[src/rtl/mem_stage_pkg.sv]
// Shared definitions for the memory-access stage: bus widths, control
// constants, aluop codes and helpers that classify memory operations.
package mem_stage_pkg;

  localparam int RegAddrBus = 5;
  localparam int RegBus     = 32;
  localparam int AluOpBus   = 8;
  localparam int MemBus     = 8;

  localparam logic RstEnable   = 1'b1;
  localparam logic WriteEnable = 1'b1;
  localparam logic NoStop      = 1'b0;

  // Memory aluop codes; every other code is a non-memory op.
  localparam logic [AluOpBus-1:0] EX_NOP = 8'h00;
  localparam logic [AluOpBus-1:0] EX_LB  = 8'hE0;
  localparam logic [AluOpBus-1:0] EX_LH  = 8'hE1;
  localparam logic [AluOpBus-1:0] EX_LW  = 8'hE2;
  localparam logic [AluOpBus-1:0] EX_LBU = 8'hE4;
  localparam logic [AluOpBus-1:0] EX_LHU = 8'hE5;
  localparam logic [AluOpBus-1:0] EX_SB  = 8'hE8;
  localparam logic [AluOpBus-1:0] EX_SH  = 8'hE9;
  localparam logic [AluOpBus-1:0] EX_SW  = 8'hEA;

  typedef enum logic [1:0] {
    ST_IDLE = 2'd0,
    ST_BUSY = 2'd1,
    ST_DONE = 2'd2
  } state_t;

  function automatic logic op_is_load(input logic [AluOpBus-1:0] op);
    return (op == EX_LB) || (op == EX_LH) || (op == EX_LW) ||
           (op == EX_LBU) || (op == EX_LHU);
  endfunction

  function automatic logic op_is_store(input logic [AluOpBus-1:0] op);
    return (op == EX_SB) || (op == EX_SH) || (op == EX_SW);
  endfunction

  // Number of bytes moved by a memory op (0 for non-memory ops).
  function automatic logic [2:0] op_len(input logic [AluOpBus-1:0] op);
    logic [2:0] len;
    case (op)
      EX_LB, EX_LBU, EX_SB: len = 3'd1;
      EX_LH, EX_LHU, EX_SH: len = 3'd2;
      EX_LW, EX_SW:         len = 3'd4;
      default:              len = 3'd0;
    endcase
    return len;
  endfunction

endpackage

[src/rtl/mem_stage_if.sv]
// Byte-serial memory-controller port.
// Handshake: the master raises req with wr/addr/wdata and holds all of them
// stable until the slave pulses ready for exactly one cycle; ready marks the
// byte as complete and, for reads, qualifies rdata in that same cycle.
interface mem_stage_if #(
  parameter int ADDR_W = 32
);
  import mem_stage_pkg::*;

  logic              req;
  logic              wr;
  logic [ADDR_W-1:0] addr;
  logic [MemBus-1:0] wdata;
  logic              ready;
  logic [MemBus-1:0] rdata;

  modport master (output req, wr, addr, wdata, input ready, rdata);
  modport slave  (input req, wr, addr, wdata, output ready, rdata);
endinterface

[src/rtl/mem_stage_load_ext.sv]
// Sign/zero extension of the assembled load buffer according to the load op.
module mem_stage_load_ext
  import mem_stage_pkg::*;
(
  input  logic [AluOpBus-1:0] aluop,
  input  logic [RegBus-1:0]   data_buf,
  output logic [RegBus-1:0]   data
);

  // Select the lanes the op loaded and widen them to a full register.
  always_comb begin
    data = '0;
    case (aluop)
      EX_LB:   data = {{24{data_buf[7]}}, data_buf[7:0]};
      EX_LBU:  data = {24'h000000, data_buf[7:0]};
      EX_LH:   data = {{16{data_buf[15]}}, data_buf[15:0]};
      EX_LHU:  data = {16'h0000, data_buf[15:0]};
      EX_LW:   data = data_buf;
      EX_NOP:  data = '0;
      default: data = '0;
    endcase
  end

endmodule

[src/rtl/mem_stage.sv]
// Memory-access stage: non-memory ops pass straight through; loads and
// stores are run as byte-serial transactions on the memory-controller port
// while a stall request holds the rest of the pipeline.
module mem_stage
  import mem_stage_pkg::*;
#(
  parameter int ALUOP_W = AluOpBus,
  parameter int ADDR_W  = 32
) (
  input  logic                  clk,
  input  logic                  rst,
  input  logic                  rdy,
  input  logic [RegAddrBus-1:0] mem_wd_i,
  input  logic                  mem_wreg_i,
  input  logic [RegBus-1:0]     mem_wdata_i,
  input  logic [ADDR_W-1:0]     mem_addr_i,
  input  logic [ALUOP_W-1:0]    mem_aluop_i,
  input  logic                  wb_stall_i,
  output logic [RegAddrBus-1:0] wd_o,
  output logic                  wreg_o,
  output logic [RegBus-1:0]     wdata_o,
  output logic                  stallreq_o,
  mem_stage_if.master           mc,
  output state_t                dbg_state
);

  state_t            state;
  state_t            state_nxt;
  logic [1:0]        byte_cnt;
  logic [1:0]        nxt_cnt;
  logic [RegBus-1:0] data_buf;
  logic [RegBus-1:0] ext_data;
  logic              req_q;
  logic              wr_q;
  logic [ADDR_W-1:0] addr_q;
  logic [MemBus-1:0] wdata_q;

  logic       is_ld;
  logic       is_st;
  logic       is_mem;
  logic [2:0] len;
  logic       last_byte;

  assign is_ld     = op_is_load(mem_aluop_i);
  assign is_st     = op_is_store(mem_aluop_i);
  assign is_mem    = is_ld | is_st;
  assign len       = op_len(mem_aluop_i);
  assign nxt_cnt   = byte_cnt + 2'd1;
  assign last_byte = ({1'b0, byte_cnt} == (len - 3'd1));

  assign mc.req    = req_q;
  assign mc.wr     = wr_q;
  assign mc.addr   = addr_q;
  assign mc.wdata  = wdata_q;
  assign dbg_state = state;

  mem_stage_load_ext u_load_ext (
    .aluop    (mem_aluop_i),
    .data_buf (data_buf),
    .data     (ext_data)
  );

  // State register; rdy low freezes the FSM.
  always_ff @(posedge clk or posedge rst) begin
    if (rst) begin
      state <= ST_IDLE;
    end else if (rdy) begin
      state <= state_nxt;
    end
  end

  // Next state: start on a memory op, finish on the last byte's ready,
  // leave DONE only once the MEM/WB register can accept the result.
  always_comb begin
    state_nxt = state;
    case (state)
      ST_IDLE: if (is_mem) state_nxt = ST_BUSY;
      ST_BUSY: if (mc.ready && last_byte) state_nxt = ST_DONE;
      ST_DONE: if (!wb_stall_i) state_nxt = ST_IDLE;
      default: state_nxt = ST_IDLE;
    endcase
  end

  // Byte counter, load buffer and registered memory-port fields. The request
  // is held through all bytes of an op and dropped on the last ready, so the
  // DONE and IDLE cycles always separate two ops with req low.
  always_ff @(posedge clk or posedge rst) begin
    if (rst) begin
      byte_cnt <= '0;
      data_buf <= '0;
      req_q    <= 1'b0;
      wr_q     <= 1'b0;
      addr_q   <= '0;
      wdata_q  <= '0;
    end else if (rdy) begin
      case (state)
        ST_IDLE: begin
          if (is_mem) begin
            byte_cnt <= '0;
            data_buf <= '0;
            req_q    <= 1'b1;
            wr_q     <= is_st ? WriteEnable : ~WriteEnable;
            addr_q   <= mem_addr_i;
            wdata_q  <= mem_wdata_i[7:0];
          end
        end
        ST_BUSY: begin
          if (mc.ready) begin
            if (is_ld) data_buf[{byte_cnt, 3'b000} +: 8] <= mc.rdata;
            if (last_byte) begin
              req_q <= 1'b0;
            end else begin
              byte_cnt <= nxt_cnt;
              addr_q   <= mem_addr_i + ADDR_W'(nxt_cnt);
              wdata_q  <= mem_wdata_i[{nxt_cnt, 3'b000} +: 8];
            end
          end
        end
        default: begin
        end
      endcase
    end
  end

  // Outputs: pass-through in IDLE for non-memory ops, stall while an access
  // is pending, deliver the extended load result in DONE; all zero in reset.
  always_comb begin
    wd_o       = '0;
    wreg_o     = 1'b0;
    wdata_o    = '0;
    stallreq_o = NoStop;
    if (rst != RstEnable) begin
      case (state)
        ST_IDLE: begin
          if (is_mem) begin
            stallreq_o = ~NoStop;
          end else begin
            wd_o    = mem_wd_i;
            wreg_o  = mem_wreg_i;
            wdata_o = mem_wdata_i;
          end
        end
        ST_BUSY: stallreq_o = ~NoStop;
        ST_DONE: begin
          wd_o    = mem_wd_i;
          wreg_o  = is_ld ? mem_wreg_i : 1'b0;
          wdata_o = is_ld ? ext_data : '0;
        end
        default: begin
        end
      endcase
    end
  end

endmodule

[src/flat_wrapper.sv]
// flat-port wrapper written by rule: the top's interface ports become plain ports
module mem_stage_flat import mem_stage_pkg::*;
#(
  parameter int ALUOP_W = AluOpBus,
  parameter int ADDR_W  = 32
)
  (clk, rst, rdy, mem_wd_i, mem_wreg_i, mem_wdata_i, mem_addr_i, mem_aluop_i, wb_stall_i, wd_o, wreg_o, wdata_o, stallreq_o, dbg_state, mc_req, mc_wr, mc_addr, mc_wdata, mc_ready, mc_rdata);
  mem_stage_if #(.ADDR_W(ADDR_W)) mc_i ();
  input  logic clk;
  input  logic rst;
  input  logic rdy;
  input  logic [RegAddrBus-1:0] mem_wd_i;
  input  logic mem_wreg_i;
  input  logic [RegBus-1:0] mem_wdata_i;
  input  logic [ADDR_W-1:0] mem_addr_i;
  input  logic [ALUOP_W-1:0] mem_aluop_i;
  input  logic wb_stall_i;
  output logic [RegAddrBus-1:0] wd_o;
  output logic wreg_o;
  output logic [RegBus-1:0] wdata_o;
  output logic stallreq_o;
  output state_t dbg_state;
  output wire logic [$bits(mc_i.req)-1:0] mc_req;
  output wire logic [$bits(mc_i.wr)-1:0] mc_wr;
  output wire logic [$bits(mc_i.addr)-1:0] mc_addr;
  output wire logic [$bits(mc_i.wdata)-1:0] mc_wdata;
  input wire logic [$bits(mc_i.ready)-1:0] mc_ready;
  input wire logic [$bits(mc_i.rdata)-1:0] mc_rdata;
  assign mc_req = mc_i.req;
  assign mc_wr = mc_i.wr;
  assign mc_addr = mc_i.addr;
  assign mc_wdata = mc_i.wdata;
  assign mc_i.ready = mc_ready;
  assign mc_i.rdata = mc_rdata;
  mem_stage #(.ALUOP_W(ALUOP_W), .ADDR_W(ADDR_W)) u_core (.clk(clk), .rst(rst), .rdy(rdy), .mem_wd_i(mem_wd_i), .mem_wreg_i(mem_wreg_i), .mem_wdata_i(mem_wdata_i), .mem_addr_i(mem_addr_i), .mem_aluop_i(mem_aluop_i), .wb_stall_i(wb_stall_i), .wd_o(wd_o), .wreg_o(wreg_o), .wdata_o(wdata_o), .stallreq_o(stallreq_o), .mc(mc_i), .dbg_state(dbg_state));
endmodule
[config.mk]
export PLATFORM = sky130hd
export DESIGN_NAME = mem_stage_flat
export DESIGN_NICKNAME = d
export VERILOG_FILES = /design/src/rtl/mem_stage_pkg.sv /design/src/rtl/mem_stage_if.sv /design/src/rtl/mem_stage_load_ext.sv /design/src/rtl/mem_stage.sv /design/src/flat_wrapper.sv
export SDC_FILE = /design/constraint.sdc
export NUM_CORES = 1
export LEC_CHECK = 0
export BUFFER_PORTS_ARGS = -buffer_cell sky130_fd_sc_hd__buf_2
export CAP_MARGIN = 10
export CORE_ASPECT_RATIO = 0.8
export CORE_MARGIN = 3
export CORE_UTILIZATION = 52
export DETAILED_ROUTE_END_ITERATION = 10
export GPL_ROUTABILITY_DRIVEN = 0
export GPL_TIMING_DRIVEN = 1
export PLACE_DENSITY_LB_ADDON = 0.3
export SLEW_MARGIN = 20
export SYNTH_ARGS = -nofsm -noshare
export SYNTH_HDL_FRONTEND = slang
export SYNTH_HIERARCHICAL = 1
export SYNTH_SLANG_ARGS = --single-unit
[constraint.sdc]
create_clock -name clk -period 2.75 [get_ports clk]
set_input_delay 0.275 -clock clk [delete_from_list [all_inputs] [get_ports clk]]
set_output_delay 0.275 -clock clk [all_outputs]
set_load 0.03 [all_outputs]
* Word-level counts from Yosys, hierarchy flattened
Index checks and enable logic that the tools add are counted.
Widths: inputs -> output; s select.
** Operators by class
- $add $sub $neg :: 4
- Eq/ne operators :: 18
- Shift operators :: 3
- Muxes and demuxes :: 42
- Bitwise operators :: 1
- Reductions and logical operators :: 17
** Operator list (count)
- $mux 32 :: 9
- $pmux 32 s2 :: 3
- $pmux 32 s5 :: 1
- $eq 8x8->1 const B :: 8
- $add 32x2->32 :: 1
- $bwmux 32 :: 1
- $shift 8x7->32 const A :: 1
- $shiftx 32x6->8 :: 1
- $shiftx 8x7->32 :: 1
- $mux 8 :: 3
- $pmux 8 s2 :: 1
- $reduce_and 5->1 :: 3
- $mux 2 :: 6
- $mux 5 :: 2
- $pmux 5 s2 :: 1
- $mux 1 :: 9
- $pmux 3 s3 :: 1
- $ne 2x1->1 const B :: 4
- $neg 5->7 :: 1
- $logic_or 1x1->1 :: 6
- $ne 2x2->1 const B :: 3
- $pmux 1 s2 :: 3
- $pmux 2 s3 :: 1
- $reduce_or 3->1 :: 2
- other kinds (13) :: 13
** Storage, ports and cells
- Register bits after elaboration :: 78
- Bits of input ports :: 91
- Output and inout bits :: 83

* Longest topological paths before layout
- Depth after elaboration :: 9
- Gate-level depth with buffers :: 10
- Gate-level depth less buffers :: 9

* Cells and area by module
The synthesis kept the hierarchy.
** Modules (own cells, without submodules)
- mem_stage :: times used 1, cells an instance 494, area an instance 4884.7 um2
- mem_stage_load_ext :: times used 1, cells an instance 84, area an instance 583.1 um2

* Least setup slack after synthesis
Ideal clock, no wire load.
- Kind :: register to register
- From :: register u_core.byte_cnt[0]
- To :: register u_core.addr_q[28] (netlist: u_core/mc.addr[28])
- Arrival time :: 2367 ps
- Required time :: 2625 ps
- Path slack :: 259 ps
- Stages on the path, launching flop included :: 9
- Buffers on the path :: 0
- Clock period less this slack :: 2491 ps
- Cells stage by stage :: dfrtp_1 > inv_1 > ha_1 > fa_1 > nand4b_1 > nor4_1 > nand4_1 > xnor2_1 > mux2_2
** On the way
- Longest elaborated chain between the ends :: 5
- Elaborated cells between the ends (all ways) :: 8
- Those cells by class :: add/sub: 2; eq/ne: 2; mux: 3; reduce/logical: 1
** RTL lines
- from (decl) :: RTL line mem_stage.sv:29 : logic [1:0] byte_cnt;
- from (signal assigned) :: RTL line mem_stage.sv:113 : byte_cnt <= nxt_cnt;
- $add 2x1->2 :: RTL line mem_stage.sv:48 : assign nxt_cnt = byte_cnt + 2'd1;
- $add 32x2->32 :: RTL line mem_stage.sv:114 : addr_q <= mem_addr_i + ADDR_W'(nxt_cnt);
- $mux 32 :: RTL line mem_stage.sv:110 : if (last_byte) begin
- $mux 32 :: RTL line mem_stage.sv:108 : if (mc.ready) begin
- $pmux 32 s2 :: RTL line mem_stage.sv:96 : case (state)
- to (signal assigned) :: RTL line mem_stage.sv:103 : addr_q <= mem_addr_i;
- to (signal assigned) :: RTL line mem_stage.sv:114
- to (decl) :: RTL line mem_stage.sv:35 : logic [ADDR_W-1:0] addr_q;
Several ways; a longest one is shown, not always the timed one. The select of a mux whose other input is x is not followed.
A chain may end at the register's enable or synchronous reset.

* Worst setup path in the final report
- From :: register u_core.byte_cnt[1]
- To :: register u_core.addr_q[28] (netlist: u_core/mc.addr[28])
The elaborated chain is that of the path after synthesis.

==> flow_summary_export.csv <==
group,metric,value,unit
synth,synth_top_family_by_area,"simple AND/OR/NAND/NOR gates",
placement,dp_hpwl,12400,um
detailed_routing,first_pass_iters,5,
cts,clockBufferDepth,2,
cts,ctsResizeCount,0,
cts,cts_hold_buffers,0,
synth,synthArstFlopShare,100,%
cts,cts_tree,"yes",
worst_setup_path,cp.arrival,2790,ps
detailed_routing,drt-total-wl,16500,um
power,pwr-share-clk,23.4,%
placement,io_buffer_count,173,
power,switching_share,40.1,%
flow_run,drv_cap,0,
cts,cts_made_buffers,9,
synth,synth_mux_area_share,13.8,%
timing,hold_viol_final,0,
finish,seqCellArea,0.00195,sq mm
cts,clockRootBuffer,"clkbuf_16",
synth,synth_compound_area_share,16.8,%
synth,yosys.cell_types.count,55,
timing,worstMarginPinSlew,791,ps
run_status,status,"finished clean",
synth,yosys.area.top_type,"dfrtp_1",
worst_setup_path,required,2970,ps
worst_setup_path,crit_type,"reg -> reg",
worst_setup_path,slowest_delay,430,ps
timing,final.setup_skew,7.23,ps
worst_setup_path,cp_max_fo,4,
worst_hold_path,hold_class,"in -> async",
synth,synth_edf_count,0,
global_routing,grt_max_degree,79,
detailed_routing,routedWlPerCell,18.6,um
worst_setup_path,cp_top_family,"simple AND/OR/NAND/NOR gates",
power,power_leakage,0.00308,uW
floorplan,pin_count,174,
synth,synth-simple-area-share,21.4,%
global_routing,grt_pass1_vias,5189,
finish,syn2layout_area_growth,24.0,%
synth,synth_area,0.00547,sq mm
synth,synth_area_leaders,"dfrtp_1 (36%), mux2_2 (10%), a22oi_1 (5.5%), a21bo_2 (4.4%), nand4_1 (4.3%)",
timing,setup_viol,0,
detailed_routing,vias,5313,
timing,timing.fmax,0.388,GHz
worst_setup_path,end_kind,"flop",
cts,clk_pin_slew,60,ps
timing,setup_tns,0,ps
floorplan,die_area,0.0118,sq mm
worst_setup_path,cp_cell_sequence,"inv_1 -> ha_1 -> fa_1 -> nand4b_1 -> nor4_2 -> buf_4 -> nand4_1 -> xnor2_1 -> mux2_2",
floorplan,row_count,32,
power,power_density,712,mW/mm^2
power,p_comb_share,43.5,%
finish,nFillCells,852,
worst_setup_path,startpoint_type,"flop",
timing,drv_slew,0,
timing,slew_headroom,47.3,%
synth,synth_fa_ha_area_share,1.97,%
finish,n_antenna_cell,0,
synth,synth_nets,677,
synth,ys.warnings.count,6,
timing,fin_crit,2580,ps
finish,num-nets-final,847,
global_routing,antenna_found_initial,0,
floorplan,die_h,97.7,um
global_routing,grtUsageTotal,28.0,%
floorplan,die_x,121,um
detailed_routing,remaining_drc_errors,0,
timing,rsz0062_at_grt,"false",
finish,drive_above_1_share,41.8,%
timing,period_share,93.7,%
power,internal-power,2890,uW
power,switchingPower,1930,uW
power,seqPwrFrac,33.1,%
finish,multi_input_area,0.00325,sq mm
worst_setup_path,r2r-start,"u_core/byte_cnt[1]",
detailed_routing,drtAntennaViolNets,0,
detailed_routing,vias_per_cell,5.98,
detailed_routing,initialDrtViolationCount,458,
synth,synthFlopType,"dfrtp_1",
cts,htree_levels,3,
global_routing,grt_first_pass_wirelength,26600,um
cts,cts.sinks,78,
synth,synth.top_cell.area_share,35.7,%
cts,cts_setup_buffers,0,
cts,clock_latency,340,ps
synth,synth-seq-cells,78,
floorplan,start_util,55.1,%
synth,seq_area_frac_synth,35.7,%
synth,avgSynthCellArea,9.46,sq um
worst_setup_path,cp_slowest_cell,"nor4_2",
timing,hold_slack,49.9,ps
floorplan,coreArea,0.00993,sq mm
worst_setup_path,critPathBufInv,2,
global_routing,gr-total-overflow,0,
power,peakVddDrop,0.439,mV
synth,synth-xor-area-share,4.97,%
worst_setup_path,worstSetupStartpoint,"u_core/byte_cnt[1]",
synth,synth_cells,578,
worst paths after layout:
kind	endpoint	slack, ps	cells after the start
max in group asynchronous	u_core/mc.wdata[3]	2360	3
hold / removal	u_core/dbg_state[1]	50	3
min in group clk	u_core/data_buf[7]	240	3
setup / recovery	u_core/mc.addr[28]	170	9
hold reg to reg	u_core/mc.addr[22]	490	1
setup reg to reg	u_core/mc.addr[28]	170	9
worst register-to-register path, delay by kind of cell (launching register included):
kind / cells / cell delay (ps)
AND/OR/NAND/NOR: 3 / 780
multiplexers: 1 / 260
flip-flops: 1 / 400
buffers and inverters: 2 / 290
XOR/XNOR: 1 / 160
adder cells (fa/ha/maj): 2 / 570
cells in the mapped netlist (all sizes together), types with 9 or more instances:
| cell type | count |
|---|---|
| a21bo | 24 |
| nand2 | 47 |
| and3 | 11 |
| a22oi | 40 |
| buf | 23 |
| mux2 | 55 |
| inv | 16 |
| dfrtp | 78 |
| mux2i | 12 |
| nor2 | 62 |
| nand4 | 38 |
| clkbuf | 13 |
| nor3 | 9 |
| xnor2 | 23 |
| a21oi | 29 |
| and2 | 15 |
| nand3 | 10 |
area by class of cell:
| cell class | count | share of cell area, % |
|---|---|---|
| clock buffers | 11 | 3.73 |
| clock inverters | 4 | 0.462 |
| inverters | 16 | 0.886 |
| multi-input cells | 448 | 48.0 |
| flip-flops and latches | 78 | 28.8 |
| well taps | 136 | 2.51 |
| repair buffers | 195 | 15.6 |
cells by family after synthesis:
family,after synthesis
multiplexers,67
flip-flops,78
adder cells (fa/ha/maj),8
XOR/XNOR,31
AND/OR/NAND/NOR,223
buffers and inverters,52
AO/OA/AOI/OAI,119
per-stage QoR:
stage	cell area [sq um]	setup slack, ps	cells	util (%)	total power, uW
6_report	6780	173	888	68.3	4830
5_1_grt	6780	8.90	888	68.3	5110
4_1_cts	6760	101	888	68.0	4820
3_5_place_dp	6470	132	873	65.2	3680
3_3_place_gp	6470	142	873	65.2	3610
2_1_floorplan	5470	259	578	-	3030
registers in the layout (all words and copies together) (netlist names):
| signal | count |
|---|---|
| u_core/mc.addr | 32 |
| u_core/dbg_state | 2 |
| u_core/byte_cnt | 2 |
| u_core/mc.wr | 1 |
| u_core/mc.wdata | 8 |
| u_core/data_buf | 32 |
| u_core/mc.req | 1 |
power by group through the flow:
stage | clock network (uW) | registers (uW) | logic [uW]
2_1_floorplan | 0 | 1930 | 1090
3_3_place_gp | 0 | 1600 | 2010
3_5_place_dp | 0 | 1610 | 2070
4_1_cts | 1150 | 1600 | 2080
5_1_grt | 1200 | 1640 | 2280
6_report | 1130 | 1600 | 2100
layout by cell type (no fill, tap or decap), types with 19 or more instances in the layout:
master | synthesis | routed
nand2_1 | 45 | 45
nand4_1 | 38 | 38
xnor2_1 | 23 | 23
a21bo_2 | 24 | 24
dfrtp_1 | 78 | 78
buf_2 | 7 | 173
mux2_2 | 50 | 50
a21oi_1 | 19 | 19
buf_4 | 3 | 19
a22oi_1 | 40 | 40
nor2_1 | 62 | 62
routing by layer:
metal / global-route usage (%) / up-vias / part of all wire, %
met5: 0 / - / 0
met4: 6.27 / 0 / 1.3
met3: 6.81 / 25 / 8.8
met2: 44.6 / 271 / 45
met1: 39.0 / 2575 / 44
li1: - / 2442 / -
No activity file was read; power rests on OpenSTA's default activity.
